`config.mk`:
```
export PLATFORM = sky130hd
export DESIGN_NAME = demux1to4_buf
export DESIGN_NICKNAME = d
export VERILOG_FILES = /design/src/rtl/demux1to4_buf.sv
export SDC_FILE = /design/constraint.sdc
export NUM_CORES = 1
export LEC_CHECK = 0
export ABC_AREA = 1
export CELL_PAD_IN_SITES_DETAIL_PLACEMENT = 0
export CELL_PAD_IN_SITES_GLOBAL_PLACEMENT = 1
export CORE_MARGIN = 1
export CORE_UTILIZATION = 34
export DETAILED_ROUTE_END_ITERATION = 8
export PLACE_DENSITY_LB_ADDON = 0.1
export RECOVER_POWER = 100
export SETUP_SLACK_MARGIN = 0.5
export SLEW_MARGIN = 20
export SYNTH_ARGS = -nofsm -noshare
export SYNTH_HDL_FRONTEND = slang
export SYNTH_SLANG_ARGS = --single-unit
```
`constraint.sdc`:
```
create_clock -name clk -period 3.2 [get_ports clk]
set_input_delay 0.8 -clock clk [delete_from_list [all_inputs] [get_ports clk]]
set_output_delay 0.8 -clock clk [all_outputs]
set_load 0.01 [all_outputs]
```
`src/rtl/demux1to4_buf.sv`:
```
// -----------------------------------------------------------------------------
// demux1to4_buf
//
// Registered 1-to-4 distributor with one-hot (priority) select. One input word
// stream is steered into four independently handshaked output channels, each
// backed by a one-entry output register. A stalled consumer only blocks words
// addressed to its own channel.
//
// Ports
//   clk                     system clock, all state on the rising edge
//   rst                     synchronous, active-high reset
//   in_data   [N-1:0]       input word
//   in_valid                in_data is valid this cycle
//   in_ready                the block accepts in_data this cycle
//   sel0..sel3              channel select, sel0 highest priority
//   out0..out3 [N-1:0]      channel data registers
//   out_valid0..out_valid3  channel register holds an undelivered word
//   out_ready0..out_ready3  consumer takes the word this cycle
//   drop_cnt  [DROP_W-1:0]  saturating count of words accepted with no select
// -----------------------------------------------------------------------------
module demux1to4_buf #(
  parameter int N      = 16,
  parameter int DROP_W = 8
) (
  input  logic              clk,
  input  logic              rst,
  input  logic [N-1:0]      in_data,
  input  logic              in_valid,
  output logic              in_ready,
  input  logic              sel0,
  input  logic              sel1,
  input  logic              sel2,
  input  logic              sel3,
  output logic [N-1:0]      out0,
  output logic [N-1:0]      out1,
  output logic [N-1:0]      out2,
  output logic [N-1:0]      out3,
  output logic              out_valid0,
  output logic              out_valid1,
  output logic              out_valid2,
  output logic              out_valid3,
  input  logic              out_ready0,
  input  logic              out_ready1,
  input  logic              out_ready2,
  input  logic              out_ready3,
  output logic [DROP_W-1:0] drop_cnt
);

  typedef enum logic [2:0] {
    CH0     = 3'd0,
    CH1     = 3'd1,
    CH2     = 3'd2,
    CH3     = 3'd3,
    CH_NONE = 3'd4
  } ch_e;

  localparam logic [DROP_W-1:0] DROP_MAX = '1;

  ch_e              ch;
  logic [3:0]       out_ready;
  logic [3:0]       valid_q;
  logic [N-1:0]     data_q [4];
  logic [3:0]       space;
  logic [3:0]       load;
  logic             drop;
  logic [DROP_W-1:0] drop_q;

  assign out_ready = {out_ready3, out_ready2, out_ready1, out_ready0};

  // A channel can take a new word if it is empty or its current word is being
  // delivered this cycle; this is what gives zero-bubble streaming.
  assign space = ~valid_q | out_ready;

  // Priority decode: lowest index wins when several selects are high.
  // NOTE: every output of a combinational block gets a default first so no
  // path leaves it unassigned and no latch is inferred.
  always_comb begin
    ch = CH_NONE;
    if (sel0)      ch = CH0;
    else if (sel1) ch = CH1;
    else if (sel2) ch = CH2;
    else if (sel3) ch = CH3;
  end

  // in_ready looks only at the decoded channel, never at in_valid, so the
  // producer sees a stable ready while it holds its word.
  always_comb begin
    in_ready = 1'b1;
    load     = '0;
    drop     = 1'b0;
    case (ch)
      CH0:     begin in_ready = space[0]; load[0] = in_valid & space[0]; end
      CH1:     begin in_ready = space[1]; load[1] = in_valid & space[1]; end
      CH2:     begin in_ready = space[2]; load[2] = in_valid & space[2]; end
      CH3:     begin in_ready = space[3]; load[3] = in_valid & space[3]; end
      default: drop = in_valid;
    endcase
  end

  // NOTE: state is updated with non-blocking assignments so every register
  // samples pre-edge values regardless of statement order.
  always_ff @(posedge clk) begin
    if (rst) begin
      valid_q <= '0;
      drop_q  <= '0;
      // NOTE: the data registers are reset too because the channel words are
      // externally visible and must read zero after reset.
      for (int k = 0; k < 4; k++) data_q[k] <= '0;
    end else begin
      for (int k = 0; k < 4; k++) begin
        if (load[k]) begin
          data_q[k]  <= in_data;
          valid_q[k] <= 1'b1;
        end else if (valid_q[k] && out_ready[k]) begin
          valid_q[k] <= 1'b0;
        end
      end
      if (drop && (drop_q != DROP_MAX)) drop_q <= drop_q + 1'b1;
    end
  end

  assign out0       = data_q[0];
  assign out1       = data_q[1];
  assign out2       = data_q[2];
  assign out3       = data_q[3];
  assign out_valid0 = valid_q[0];
  assign out_valid1 = valid_q[1];
  assign out_valid2 = valid_q[2];
  assign out_valid3 = valid_q[3];
  assign drop_cnt   = drop_q;

endmodule

```
Yosys cells after proc, flatten, opt, wreduce, memory -nomap -nowiden --
Memories as Yosys holds them, arrays and structs flattened. Cells that the tools add are included.
Cells by class: add/subtract/negate cells 1, multiply operators 0, div/mod/pow operators 0, magnitude comparators 0, eq/ne operators 4, shifts and indexed selects 0, multiplexer cells 36, bitwise gates (word level) 10, reductions and logical operators 11
Operators by type and width (number):
- two-way mux 16 bit | 4
- two-way mux 1 bit | 27
- two-way mux 3 bit | 4
- adder 8 x 1 -> 8 bit, second input constant | 1
- inequality test 8 bit, second input constant | 1
- nonzero test 2 bit | 4
- equality test 3 x 2 -> 1 bit, second input constant | 2
- logical AND 1 bit | 5
- bitwise AND 1 bit | 4
- NOT 4 bit | 1
- OR 1 bit | 4
- OR 4 bit | 1
- case mux 1 bit (4 select lines) | 1
- OR reduction 4 bit | 1
- equality test 3 x 1 -> 1 bit, second input constant | 1
- zero test 3 bit | 1
Word-level totals: register bits 12, bits in latches 0, bits in writable memories 64, memory bits (read-only) 0, input bits 27, output and inout bits 77, memories 1
Memories:
- data_q | words 4, width 16, read ports 4, clocked after Yosys merged registers in 0, write ports 4, line 62 | logic [N-1:0] data_q [4];

Longest topological paths before layout --
Gate-level depths: netlist (run 1).
depth after elaboration 10, depth in mapped cells 8, gate-level depth less buffers 8

Least setup slack after synthesis (run 1) --
OpenSTA, ideal clock, no wires.
path type input-to-reg, start input in_valid, end memory data_q[1][0], enable pin, arrival 2227 ps, path slack 562 ps, stages on the path 3, path buffers 1, cells stage by stage buf_2 > inv_1 > o21ai_0
RTL lines:
- start: declaration | line 28 | input logic in_valid,
- end: declaration | line 62

==> flow_results.org, run 1 <==
** Outcome
- The flow ran to the end, and the final reports show no timing, DRC or antenna violations.

** Detailed routing
- The first detailed-routing pass ran for 4 iterations.
- Post-detailed-routing wire length :: approximately 7100 um
- Vias after detailed routing :: between 2000 and 2500
- Antenna violation net count after detailed routing :: 0
- Number of DRC markers in iteration 0 :: 86
- Routed length per instance :: 14.2 um
- Detailed-route DRC error count :: 0
- Via density per instance :: 4.50

** Place
- After detailed placement, the total cell area comes to 4230 um^2.
- Final estimated routing congestion in global placement :: 0.792
- Buffers placed on the I/O ports in this run total 103.
- Timing analysis after detailed placement gives a worst setup slack of -0.00938 ns.
- Half-perimeter wire length after detailed placement :: 5000 um
- Placed Instances :: 482

** Setup path
- Crit path buf inv count :: 3
- Reg-to-Reg Start :: valid_q[2]
- STA classifies the critical path startpoint as a primary input.
- The critical path goes through dlygate4sd3_1, inv_1, nand2_1, clkbuf_1.
- CP Max Fanout :: 13
- Slowest stage cell on the critical path :: sky130_fd_sc_hd__dlygate4sd3_1
- Data arrives at the worst endpoint at roughly 2.7 ns.
- The worst register-to-register path has a setup slack of 1.16 ns.
- WS Path Type :: primary input to flop
- R2R depth :: 6
- The kind of cell with the highest combined delay along the critical path is buffers and inverters.
- Peak per-stage delay on the critical path :: 0.73 ns
- Endpoint of the worst-slack reg-to-reg timing path :: data_q[2][10]
- STA classifies the critical path endpoint as a flop.
- Worst path required time :: 3.17 ns

** Pwr
- The share of total power dissipated in the clock network is 0.315.
- Switching Share :: 0.244
- Leakage power figure :: approximately 1.8 nW
- VDD sags by at most between 0.15 and 0.2 mV.
- The share of total power dissipated in combinational logic is 0.115.
- Overall power :: 2.01 mW
- Summed over all nets, the switching power comes to 0.490 mW.
- Internal :: roughly 1.5 mW
- Of the total power, registers draw 0.570.
- Power per Cell Area :: 461 nW/um^2

** Layout
- Compared with the post-synthesis result, the final layout area differs by 44.3%.
- Share of final-layout standard cells stronger than drive strength 1 :: 0.0867
- After the flow finishes, the layout carries non-filler instances totaling 500.
- After the last flow step, the layout net total stands at 415.
- Final-layout fill cell count :: 841
- Antenna diodes :: 0
- Final cell utilization of the core :: 0.502
- The finished cells cover 4360 um^2.

** Logic synthesis
- Of the total synthesized cell area, the portion taken by full adders, half adders and majority gates is 0.00414.
- List of most frequent post-synthesis cells :: sky130_fd_sc_hd__nor2_1 (71), sky130_fd_sc_hd__edfxtp_1 (64), sky130_fd_sc_hd__nand2_1 (37), sky130_fd_sc_hd__inv_1 (35), sky130_fd_sc_hd__dfxtp_1 (12)
- Counting flops and latches in the post-synthesis netlist gives 76.
- Top cells by area, synth :: sky130_fd_sc_hd__edfxtp_1 (64%), sky130_fd_sc_hd__nor2_1 (8.8%), sky130_fd_sc_hd__dfxtp_1 (8.0%)
- Largest family of logic cells by synthesized area :: simple AND/OR/NAND/NOR gates
- Of the total synthesized cell area, the portion taken by XOR and XNOR cells is 0.00870.
- The complex-gate fraction of the synthesized area is 0.0220.
- Syn nets :: 296
- Area share of the largest cell type after synthesis :: 0.636
- Unique cell type count in the Yosys netlist :: 19
- In this run the cell area of the synthesized design comes to between 3000 and 4000 um^2.
- Count leader, synth :: sky130_fd_sc_hd__nor2_1
- Of the total synthesized cell area, the portion taken by AND, OR, NAND and NOR gates is 0.194.
- Most frequently used flop master after synthesis :: sky130_fd_sc_hd__edfxtp_1
- Synth Warn # :: 0
- Counting flops with a built-in enable in the synthesized netlist gives 64.
- For this run, the register share of the synthesized area comes to 0.716.
- Dominant cell type by area after synthesis :: sky130_fd_sc_hd__edfxtp_1
- Avg Synthesized Cell Area :: 11.3 um^2
- Share of synthesized area spent on multiplexers :: 0
- Of all flip-flops after synthesis, the portion carrying an async set or reset was 0.
- Cell count after synthesis :: 268

** CTS
- Clock buffer depth :: 2
- Number of H-tree levels :: 3
- Clock-pin slew was measured on the worst setup and hold paths at 0.08 ns.
- TritonCTS built the clock tree.
- The tree is rooted in a sky130_fd_sc_hd__clkbuf_8.
- Clock sink count :: 76
- Counting the buffers created by CTS gives 9.
- Clk_lat worst skew :: 0.34 ns

** Timing
- Summed over all failing endpoints, the final setup total negative slack is 0 ns.
- Final Hold Vio Count :: 0
- After layout, the worst setup slack is 0.472 ns.
- Unrepaired setup endpoints after global routing :: no
- Part of the cycle the worst path needs :: 0.853
- At the pin with the least slew margin, the transition time is 1.04 ns.
- Endpoints failing setup :: 0
- Between clock sinks in the finished design, the worst skew comes to a little under 0.009 ns.
- Measured against its own limit, the worst slew margin works out to 0.305.
- The tightest hold path in the finished design has a slack of 0.500 ns.
- The number of max-slew violations in the final report came to 0.
- Maximum frequency from static timing analysis :: 0.367 GHz
- Counting I/O delays and the setup requirement, the final critical path takes between 2 and 3 ns.

** GRT
- GRT Total Usage :: 0.162
- Largest net degree at the start of global routing :: 18
- Total congestion overflow after global routing :: 0
- Wire length of the first global-routing pass :: 10700 um
- The initial antenna violation count was 0.
- Vias in the first global route :: slightly above 2000

** Worst hold path
- The worst hold path was traced through 2 stages.
- Worst min-delay path startpoint :: valid_q[2]
- Worst Hold End :: valid_q[2]
- Tightest Hold Check Type :: flop to flop

** Flow run
- # Max-Cap Violations :: 0

** Die
- The region available for standard cell placement spans 8680 um^2.
- In this run the core area contains 34 standard-cell rows.
- Overall die width :: ~96 um
- In this run the count of I/O pins placed on the die edge is 104.
- Die Height :: about 96 um
- The initial utilization of the core area, before any placement, comes to 0.348.
- Full die area :: slightly above 9000 um^2
## repair_timing
action	CTS	global route
hold buffers	0	0
pin swaps	1	2
setup buffers	1	1
gates cloned	0	0
setup endpoints to repair	1	1
gates resized for setup	5	5
## area by class of cell
type / count / area (um^2) / area share
Multi-Input combinational cell: 151 / 678 / 0.156
Clock buffer: 9 / 124 / 0.0284
Tap cell: 108 / 135 / 0.0310
Sequential cell: 76 / 2160 / 0.496
Clock inverter: 7 / 42.5 / 0.00976
Timing Repair Buffer: 114 / 1080 / 0.249
Inverter: 35 / 131 / 0.0301
## placed cells by master, fill, tap and decap left out
cell type / netlist / routed
sky130_fd_sc_hd__clkbuf_1: 0 / 8
sky130_fd_sc_hd__a21oi_4: 1 / 1
sky130_fd_sc_hd__xor2_1: 1 / 1
sky130_fd_sc_hd__buf_4: 0 / 4
sky130_fd_sc_hd__nand4_1: 4 / 4
sky130_fd_sc_hd__dlygate4sd3_1: 0 / 78
sky130_fd_sc_hd__clkinv_1: 0 / 1
sky130_fd_sc_hd__inv_6: 0 / 1
sky130_fd_sc_hd__clkdlybuf4s50_1: 0 / 21
sky130_fd_sc_hd__edfxtp_1: 64 / 64
sky130_fd_sc_hd__clkinvlp_4: 0 / 2
sky130_fd_sc_hd__nor2_1: 71 / 71
sky130_fd_sc_hd__inv_1: 35 / 33
sky130_fd_sc_hd__inv_2: 0 / 2
sky130_fd_sc_hd__nand2_1: 37 / 37
sky130_fd_sc_hd__nor3_2: 0 / 1
sky130_fd_sc_hd__ha_1: 1 / 1
sky130_fd_sc_hd__clkinv_2: 0 / 3
sky130_fd_sc_hd__nand3_2: 2 / 1
sky130_fd_sc_hd__dlygate4sd2_1: 0 / 1
sky130_fd_sc_hd__dfxtp_1: 12 / 12
sky130_fd_sc_hd__nor2_2: 10 / 10
sky130_fd_sc_hd__clkbuf_8: 0 / 9
sky130_fd_sc_hd__dlymetal6s2s_1: 0 / 2
sky130_fd_sc_hd__nand3_1: 10 / 12
sky130_fd_sc_hd__a21oi_1: 5 / 5
sky130_fd_sc_hd__xnor2_1: 2 / 2
sky130_fd_sc_hd__o21ai_0: 5 / 5
## layer usage
metal	vias to the layer above	routed length (um)	track usage
li1	1108	-	-
met4	0	135	0.0746
met1	1060	3020	0.192
met2	71	3550	0.282
met5	-	0	0
met3	13	370	0.0324
## worst min-delay path, cell delays in order, from the launching register on
cell                      delay (ns)
sky130_fd_sc_hd__dfxtp_1        0.31
sky130_fd_sc_hd__nand2_1        0.07
sky130_fd_sc_hd__o21ai_0        0.07
## state kept, by name, indices dropped and copies added (netlist names)
signal and count:
data_q 64, drop_cnt 8, valid_q 4
## worst max-delay path by stage
stage | from | to | slack, ns | cells after the start
detailed placement | sel0 | in_ready | -0.009 | 7
global route | rst | data_q[0][4] | 0.34 | 4
finish | rst | data_q[0][10] | 0.47 | 4
global placement | sel0 | in_ready | -0.02 | 7
floorplan | in_valid | data_q[1][0] | 0.56 | 3
CTS | sel2 | in_ready | 0.51 | 8
## power groups by stage
stage	registers, mW	clock network [mW]	logic (mW)
global placement	1.17	0	0.262
finish	1.15	0.633	0.230
CTS	1.15	0.650	0.262
detailed placement	1.17	0	0.262
global route	1.15	0.686	0.251
floorplan	1.20	0	0.0521
## cells by family (layout without fill, tap and decap cells)
group           after synthesis  after routing
compound gates               11             11
xor+xnor                      3              3
fa+ha+maj                     1              1
buf+inv                      41            165
flops                        76             76
simple gates                136            136
Note: power is estimated with default switching activity, not from simulation.
==> run 2: changes to the inputs <==
Settings changed: CAP_MARGIN set to 0, SLEW_MARGIN 20 to unset.
==> results of run 2 <==
No change in the layout: final DEF, timing and power equal those of run 1.
